$ cat src/rtl/pipe_scoreboard.sv
// -----------------------------------------------------------------------------
// pipe_scoreboard
//
// Register scoreboard that sits beside the decode (ID) stage. It tracks
// registers that have a write pending. For each register it keeps a
// cycles-remaining counter for fixed-latency producers (ALU, load, multi-cycle
// multiply) and a flag for unbounded producers (divider). An unbounded
// producer is released by an explicit writeback. From this state and the
// instruction in ID, the block decides between stall and issue. It also keeps
// a saturating count of stall cycles.
//
// Parameters
//   NREG      number of architectural registers
//   AW        register index width
//   LW        latency field width; finite latencies 1..2^LW-1, 0 = unbounded
//   SCW       stall counter width
//   HARD_ZERO when non-zero, register 0 is never tracked and never stalls
//
// Ports
//   i_clock        rising-edge clock
//   i_resetn       synchronous active-low reset
//   i_id_valid     ID holds a valid instruction
//   i_id_rs/rt     source register indices
//   i_id_use_rs/rt instruction reads rs / rt
//   i_id_wreg      instruction writes a register
//   i_id_rn        destination register index
//   i_id_lat       producer latency in cycles, 0 = unbounded
//   i_flush        ID instruction is squashed this cycle
//   i_wb_valid     an unbounded producer completes
//   i_wb_rn        register completed by the unbounded producer
//   o_stall        hold PC and IF/ID
//   o_issue        ID instruction advances this cycle
//   o_pend_mask    bit i set while register i is pending
//   o_stall_count  saturating count of stall cycles
// -----------------------------------------------------------------------------
module pipe_scoreboard #(
   parameter int NREG      = 32,
   parameter int AW        = 5,
   parameter int LW        = 3,
   parameter int SCW       = 16,
   parameter int HARD_ZERO = 1
) (
   input  logic            i_clock,
   input  logic            i_resetn,
   input  logic            i_id_valid,
   input  logic [AW-1:0]   i_id_rs,
   input  logic [AW-1:0]   i_id_rt,
   input  logic            i_id_use_rs,
   input  logic            i_id_use_rt,
   input  logic            i_id_wreg,
   input  logic [AW-1:0]   i_id_rn,
   input  logic [LW-1:0]   i_id_lat,
   input  logic            i_flush,
   input  logic            i_wb_valid,
   input  logic [AW-1:0]   i_wb_rn,
   output logic            o_stall,
   output logic            o_issue,
   output logic [NREG-1:0] o_pend_mask,
   output logic [SCW-1:0]  o_stall_count
);

   localparam logic [LW-1:0]  L_CNT_ZERO = {LW{1'b0}};
   localparam logic [LW-1:0]  L_CNT_ONE  = {{(LW-1){1'b0}}, 1'b1};
   localparam logic [SCW-1:0] L_SC_MAX   = {SCW{1'b1}};
   localparam logic [SCW-1:0] L_SC_ONE   = {{(SCW-1){1'b0}}, 1'b1};

   // Register 0 drops out of every hazard check and scoreboard load when it
   // is hardwired.
   function automatic logic f_tracked(input logic [AW-1:0] idx);
      logic tracked;
      if ((HARD_ZERO != 32'sd0) && (idx == {AW{1'b0}})) begin
         tracked = 1'b0;
      end else begin
         tracked = 1'b1;
      end
      return tracked;
   endfunction

   // A source still needs the result when the value cannot be forwarded yet.
   // cnt==1 means the result is on the bypass this cycle, so it does not count.
   function automatic logic f_src_busy(input logic [LW-1:0] cnt, input logic unb);
      return unb | (cnt > L_CNT_ONE);
   endfunction

   // Registered scoreboard state
   logic [LW-1:0]   r_cnt [NREG];
   logic [NREG-1:0] r_unb;
   logic [NREG-1:0] r_pend_mask;
   logic [SCW-1:0]  r_stall_count;

   // Decode and next-state wires
   logic            w_lat_unb;
   logic            w_raw_a;
   logic            w_raw_b;
   logic            w_waw;
   logic            w_hazard;
   logic            w_stall;
   logic            w_issue;
   logic            w_load;
   logic [LW-1:0]   w_cnt_rs;
   logic [LW-1:0]   w_cnt_rt;
   logic [LW-1:0]   w_cnt_rn;
   logic [LW-1:0]   w_cnt_nxt [NREG];
   logic [NREG-1:0] w_unb_nxt;
   logic [NREG-1:0] w_pend_nxt;

   assign w_lat_unb = (i_id_lat == L_CNT_ZERO);
   assign w_cnt_rs  = r_cnt[i_id_rs];
   assign w_cnt_rt  = r_cnt[i_id_rt];
   assign w_cnt_rn  = r_cnt[i_id_rn];

   // Hazard decode for the instruction in ID, from registered state only
   always_comb begin
      w_raw_a = i_id_use_rs & f_tracked(i_id_rs) & f_src_busy(w_cnt_rs, r_unb[i_id_rs]);
      w_raw_b = i_id_use_rt & f_tracked(i_id_rt) & f_src_busy(w_cnt_rt, r_unb[i_id_rt]);
      // A new writer must not complete before an older writer of the same
      // register. An unbounded newcomer may only follow a writer that is
      // already on the bypass.
      if (i_id_wreg && f_tracked(i_id_rn)) begin
         if (r_unb[i_id_rn]) begin
            w_waw = 1'b1;
         end else if (w_lat_unb) begin
            w_waw = (w_cnt_rn > L_CNT_ONE);
         end else begin
            w_waw = (w_cnt_rn > i_id_lat);
         end
      end else begin
         w_waw = 1'b0;
      end
      w_hazard = w_raw_a | w_raw_b | w_waw;
   end

   // Stall/issue decision; a squashed, absent or in-reset instruction does neither
   always_comb begin
      w_stall = 1'b0;
      w_issue = 1'b0;
      if (i_resetn && i_id_valid && !i_flush) begin
         w_stall = w_hazard;
         w_issue = ~w_hazard;
      end else begin
         w_stall = 1'b0;
         w_issue = 1'b0;
      end
      w_load = w_issue & i_id_wreg & f_tracked(i_id_rn);
   end

   assign o_stall = w_stall;
   assign o_issue = w_issue;

   // Per-register next state: an issuing load overrides both the countdown
   // and a same-cycle writeback to that register
   always_comb begin
      w_cnt_nxt = r_cnt;
      w_unb_nxt = r_unb;
      for (int i = 0; i < NREG; i++) begin
         if (w_load && (i_id_rn == AW'(i))) begin
            if (w_lat_unb) begin
               w_cnt_nxt[i] = L_CNT_ZERO;
               w_unb_nxt[i] = 1'b1;
            end else begin
               w_cnt_nxt[i] = i_id_lat;
               w_unb_nxt[i] = 1'b0;
            end
         end else begin
            if (r_cnt[i] != L_CNT_ZERO) begin
               w_cnt_nxt[i] = r_cnt[i] - L_CNT_ONE;
            end else begin
               w_cnt_nxt[i] = L_CNT_ZERO;
            end
            // A writeback to a register without an unbounded producer clears
            // an already-clear flag, so it has no effect.
            if (i_wb_valid && (i_wb_rn == AW'(i))) begin
               w_unb_nxt[i] = 1'b0;
            end else begin
               w_unb_nxt[i] = r_unb[i];
            end
         end
      end
   end

   // Pending mask derived from next state so that the output is a flop
   always_comb begin
      w_pend_nxt = {NREG{1'b0}};
      for (int i = 0; i < NREG; i++) begin
         w_pend_nxt[i] = (w_cnt_nxt[i] != L_CNT_ZERO) | w_unb_nxt[i];
      end
      if (HARD_ZERO != 32'sd0) begin
         w_pend_nxt[0] = 1'b0;
      end else begin
         w_pend_nxt[0] = (w_cnt_nxt[0] != L_CNT_ZERO) | w_unb_nxt[0];
      end
   end

   // Scoreboard state and pending-mask registers
   always_ff @(posedge i_clock) begin
      if (!i_resetn) begin
         for (int i = 0; i < NREG; i++) begin
            r_cnt[i] <= L_CNT_ZERO;
         end
         r_unb       <= {NREG{1'b0}};
         r_pend_mask <= {NREG{1'b0}};
      end else begin
         r_cnt       <= w_cnt_nxt;
         r_unb       <= w_unb_nxt;
         r_pend_mask <= w_pend_nxt;
      end
   end

   // Saturating stall-cycle counter
   always_ff @(posedge i_clock) begin
      if (!i_resetn) begin
         r_stall_count <= {SCW{1'b0}};
      end else if (w_stall && (r_stall_count != L_SC_MAX)) begin
         r_stall_count <= r_stall_count + L_SC_ONE;
      end else begin
         r_stall_count <= r_stall_count;
      end
   end

   assign o_pend_mask   = r_pend_mask;
   assign o_stall_count = r_stall_count;

endmodule
$ cat config.mk
export PLATFORM = sky130hd
export DESIGN_NAME = pipe_scoreboard
export DESIGN_NICKNAME = d
export VERILOG_FILES = /design/src/rtl/pipe_scoreboard.sv
export SDC_FILE = /design/constraint.sdc
export NUM_CORES = 1
export LEC_CHECK = 0
export ABC_AREA = 1
export CORE_ASPECT_RATIO = 0.75
export CORE_MARGIN = 10
export CORE_UTILIZATION = 40
export DETAILED_ROUTE_END_ITERATION = 10
export PLACE_DENSITY_LB_ADDON = 0.3
export SYNTH_ARGS = -nofsm -noshare
export SYNTH_HDL_FRONTEND = slang
export SYNTH_SLANG_ARGS = --single-unit
$ cat constraint.sdc
create_clock -name i_clock -period 6.9 [get_ports i_clock]
set_input_delay 1.725 -clock i_clock [delete_from_list [all_inputs] [get_ports i_clock]]
set_output_delay 1.725 -clock i_clock [all_outputs]
set_load 0.01 [all_outputs]
# Word level (Yosys, flattened, before mapping)
# Cells that the tools add are included.
[totals] word_cells=479 input_bits=31 output_inout_bits=50 reg_bits=176
[classes] reduce_logical=138 n_eq_ne=63 magnitude_cmp=10 bitwise=45 n_mux=153 n_addsub=33
[op_table] op="two-way mux 3 bit" count=71
[op_table] op="nonzero test 3 bit" count=63
[op_table] op="== test 5 bit (second input constant)" count=32
[op_table] op="subtractor 3 x 1 -> 3 bit (second input constant)" count=32
[op_table] op="== test 5 x 4 -> 1 bit (second input constant)" count=16
[op_table] op="two-way mux 1 bit" count=76
[op_table] op="logical AND 1 bit" count=68
[op_table] op="binary-select mux 3 bit (select 5 bit)" count=3
[op_table] op="== test 5 x 3 -> 1 bit (second input constant)" count=8
[op_table] op="OR 1 bit" count=35
[op_table] op="== test 5 x 2 -> 1 bit (second input constant)" count=4
[op_table] op="zero test 5 bit" count=4
[op_table] op="greater-or-equal comparator 6 bit (second input constant)" count=3
[op_table] op="less-than comparator 5 x 6 -> 1 bit (second input constant)" count=3
[op_table] op="inverter 5 -> 6 bit" count=3
[op_table] op="adder 16 x 1 -> 16 bit (second input constant)" count=1
[op_table] op="!= test 16 bit (second input constant)" count=1
[op_table] op="binary-select mux 1 bit (select 5 bit)" count=3
[op_table] op="== test 5 x 1 -> 1 bit (second input constant)" count=2
[op_table] op="> comparator 3 x 1 -> 1 bit (second input constant)" count=3
[op_table] op="AND 1 bit" count=6
[op_table] op="> comparator 3 bit" count=1
[op_table] op="zero test 3 bit" count=1
[op_table] op="nonzero test 2 bit" count=1
[op_table] op="other kinds (2)" count=2

# Longest topological paths before layout
[logic_depth] depth_word=17 depth_mapped=30 mapped_depth_nobuf=26

# Worst setup path after synthesis
# OpenSTA, ideal clock, no wires.
[synth_path] path_type="input to output" start="input port i_id_rn[0]" end="output port o_stall" path_buffers=2 required_time_ns=5.175 t_arrival_ns=3.843 stages=16 slack_ns=1.332 path_cell_list="buf_4 > inv_2 > nor2_2 > buf_2 > a22o_1 > a221oi_1 > o21ai_0 > o41ai_1 > ha_1 > nand3_1 > nand2_1 > nand2_1 > nand2_1 > nand2_1 > nand2_1 > a21oi_1"
[synth_via] elab_chain_len=10 elab_cells_between_ends=16 cone_classes="2 x order compare; 10 x mux; 2 x bitwise; 2 x reduce/logical"
[synth_lines] item="from (decl)" line="51" source="input logic [AW-1:0] i_id_rn,"
[synth_lines] item="inverter 5 -> 6 bit (implied by the code)" line="110" source="assign w_cnt_rn = r_cnt[i_id_rn];"
[synth_lines] item="binary-select mux 3 bit (select 5 bit)" line="110"
[synth_lines] item="two-way mux 3 bit (implied by the code) (2 in a row)" line="110"
[synth_lines] item="> comparator 3 bit / > comparator 3 x 1 -> 1 bit (equally long branches)" line="125, 123"
[synth_lines] item="two-way mux 1 bit" line="122" source="end else if (w_lat_unb) begin"
[synth_lines] item="two-way mux 1 bit" line="120" source="if (r_unb[i_id_rn]) begin"
[synth_lines] item="two-way mux 1 bit *" line="119" source="if (i_id_wreg && f_tracked(i_id_rn)) begin"
[synth_lines] item="OR 1 bit *" line="130" source="w_hazard = w_raw_a | w_raw_b | w_waw;"
[synth_lines] item="two-way mux 1 bit *" line="137" source="if (i_resetn && i_id_valid && !i_flush) begin"
[synth_lines] item="to (decl)" line="56" source="output logic o_stall,"
# Every way passes the cells marked *; elsewhere a longest branch is shown, timed or not. The select of a mux whose other input is x is not followed.

# Final worst setup path
[layout_path] start="input port i_id_rn[1]" end="output port o_stall"
# Same word-level chain as after synthesis.

==> metrics.cfg <==
[job]
maxCapViolCount=0

[synthesis]
ys_async_sr_fraction_pct=0
synth_area_mm2=0.0118
synth_ff_type=dfxtp_1
synth_top_area_cell=dfxtp_1
ys_ff_latch=175
syn_nets=1999
synthDominantCellAreaShare_pct=29.8
post_synth_main_area_contributors=dfxtp_1, nand2_1, nor2_1, nand3_1, ha_1
ys_warn_count=0
avgSynthCellArea_um2=6.20
synth_cell_types=39
synthTopCellsByCount=nand2_1, nor2_1, nand3_1
synth_edf_count=0
synth_cells=1900
synth_most_common_cell=nand2_1
ys_seq_area_share_pct=29.8

[place]
place_inst=2341
routabilityCongestion=1.02
dpl.hpwl_um=32700
place_ws_ns=0.0276
place_area_mm2=0.0131
io_buffers=79

[critical_path]
worstSetupStartpoint=i_id_rn[1]
critPathRequiredTime_ns=5.18
reg2reg_to=o_pend_mask[16]
critical_path.max_stage_delay_ns=0.46
worst-r2r-cell-count=23
reg2reg_slack_ns=3.33
start_kind=primary input
setup.worst_path.end_class=primary output
critical_path.cell_chain=clkdlybuf4s50_1 -> buf_4 -> nor2_2 -> buf_4 -> a22o_1 -> a221oi_1 -> o21ai_0 -> o41ai_2 -> ha_1 -> nand3_1 -> nand2_1 -> nand2_1 -> nand2_1 -> nand2_1 -> nand2_1 -> a21oi_1 -> dlymetal6s2s_1
crit_slowest_cell=clkdlybuf4s50_1
crit_arrival_ns=4.71
cp_common_cell=nand2_1
crit_type=in -> out
timing.rr.start=r_cnt[71]
critPathMaxFanout=7

[routing]
first_pass_iters=6
wire_per_inst_um=18.4
wl_um=43800
drt_iter0_drc=1549
via_count=12800
antenna_left=0
via_per_inst=5.41
drcViolationCount=0

[clock_network]
cts_resized=0
clock_path_buffers=2
clock_latency_ns=0.47
cts-root-buf=clkbuf_16
ctsHoldBuffers=0
postCtsSetupRepairBufs=0
numClockSinks=175
clk_pin_slew_ns=0.07
h-tree-depth=4
cts_buffers=17
cts_tree=yes

[final_layout]
postLayoutCellArea_mm2=0.0137
fin_util_pct=47.1
drive_gt1_share_pct=5.55
finalNetCount=2067
stdcell_count=2373
insertedDiodeCount=0
area_growth_pct=16.3

[timing]
relSlewSlack_pct=33.7
timing.hold.ws_ns=0.494
worst_pin_slew_ns=0.994
finalSetupViolCount=0
post-route-period-util_pct=93.2
period_needed_ns=6.43
skew_ns=0.0168
fmax_mhz=155
drv_slew=0
setup_tns_ns=0
rsz0062_at_grt=false
worst_slack_ns=0.469
hold_violations=0

[die]
die-area_mm2=0.0368
io_pins=81
start_util_pct=40.5
die_w_um=218
design.core.area_mm2=0.0291
num_rows=54
die_h_um=169

[global_route]
grt_start_max_net_pins=125
antenna_found_initial=3
track_usage_pct=23.7
grt_pass1_wl_um=68100
grt-ovfl-total=0
grt_pass1_vias=11600

[worst_hold_path]
min_from=r_cnt[95]
holdPathEnd=r_cnt[94]
worst_hold_path_type=reg -> reg
worstHoldPathCells=2

[power_and_ir_drop]
power_leakage_nw=6.11
ir_drop_v=0.000172
power_density_mw_per_mm2=162
power_mw=2.22

[status]
run_status=finished clean

-- worst max path at each step --
| stage | to | slack, ns | cells after the start |
|---|---|---|---|
| after detailed placement | o_stall | 0.03 | 19 |
| after CTS | o_stall | 0.01 | 19 |
| final | o_stall | 0.47 | 17 |
| after global routing | o_stall | 0.24 | 17 |
| after floorplan | o_stall | 1.33 | 16 |
| after global placement | o_stall | 0.04 | 19 |
-- routing by layer --
| metal | track usage, % | vias to the layer above | share of wire, % |
|---|---|---|---|
| li1 | - | 6210 | - |
| met1 | 33.6 | 5875 | 45 |
| met2 | 34.0 | 635 | 41 |
| met3 | 5.65 | 105 | 11 |
| met4 | 8.31 | 2 | 3.1 |
| met5 | 0 | - | 0.027 |
-- cells in the final DEF (no fill, tap or decap), types with 40 or more instances in the layout --
cell type,count
inv_1,194
nand3_1,197
buf_4,56
o21ai_0,112
ha_1,68
o21bai_1,64
clkdlybuf4s50_1,77
a21oi_1,58
nor2_1,348
nand2_1,452
nor3_1,40
dfxtp_1,175
-- cell type report --
| cell class | count | area [um2] |
|---|---|---|
| clock inverters | 13 | 129 |
| flip-flops and latches | 175 | 3500 |
| inverters | 202 | 763 |
| well taps | 392 | 490 |
| clock buffers | 19 | 443 |
| fillers | 3040 | 15400 |
| multi-input cells | 1432 | 7050 |
| repair buffers | 140 | 1320 |
-- state kept, by name, indices dropped and copies added, names as in the netlist --
signal / flops
r_cnt: 96
o_pend_mask: 31
o_stall_count: 16
r_unb: 32
-- cells by family (layout without fill, tap and decap cells) --
family | count (synthesis) | count (layout) | share of synthesized area (%)
fa+ha+maj | 68 | 68 | 7.23
simple gates | 1073 | 1073 | 37.7
buf+inv | 293 | 374 | 10.7
other cells | 1 | 1 | 0.0319
compound gates | 284 | 284 | 14.2
flops | 175 | 175 | 29.8
xor+xnor | 6 | 6 | 0.446
-- power breakdown --
group          leakage [nW]  internal, mW  switching [mW]  total (mW)
combinational          4.43        0.0694           0.168       0.238
clock                 0.275         0.513           0.459       0.972
sequential             1.41          1.01         0.00189        1.01
-- worst max-delay path, delay by kind of cell --
family,cells,cell delay (ns)
compound gates,5,1.20
buf+inv,4,1.01
simple gates,7,0.49
fa+ha+maj,1,0.29
Power figures use the tool's default switching activity.
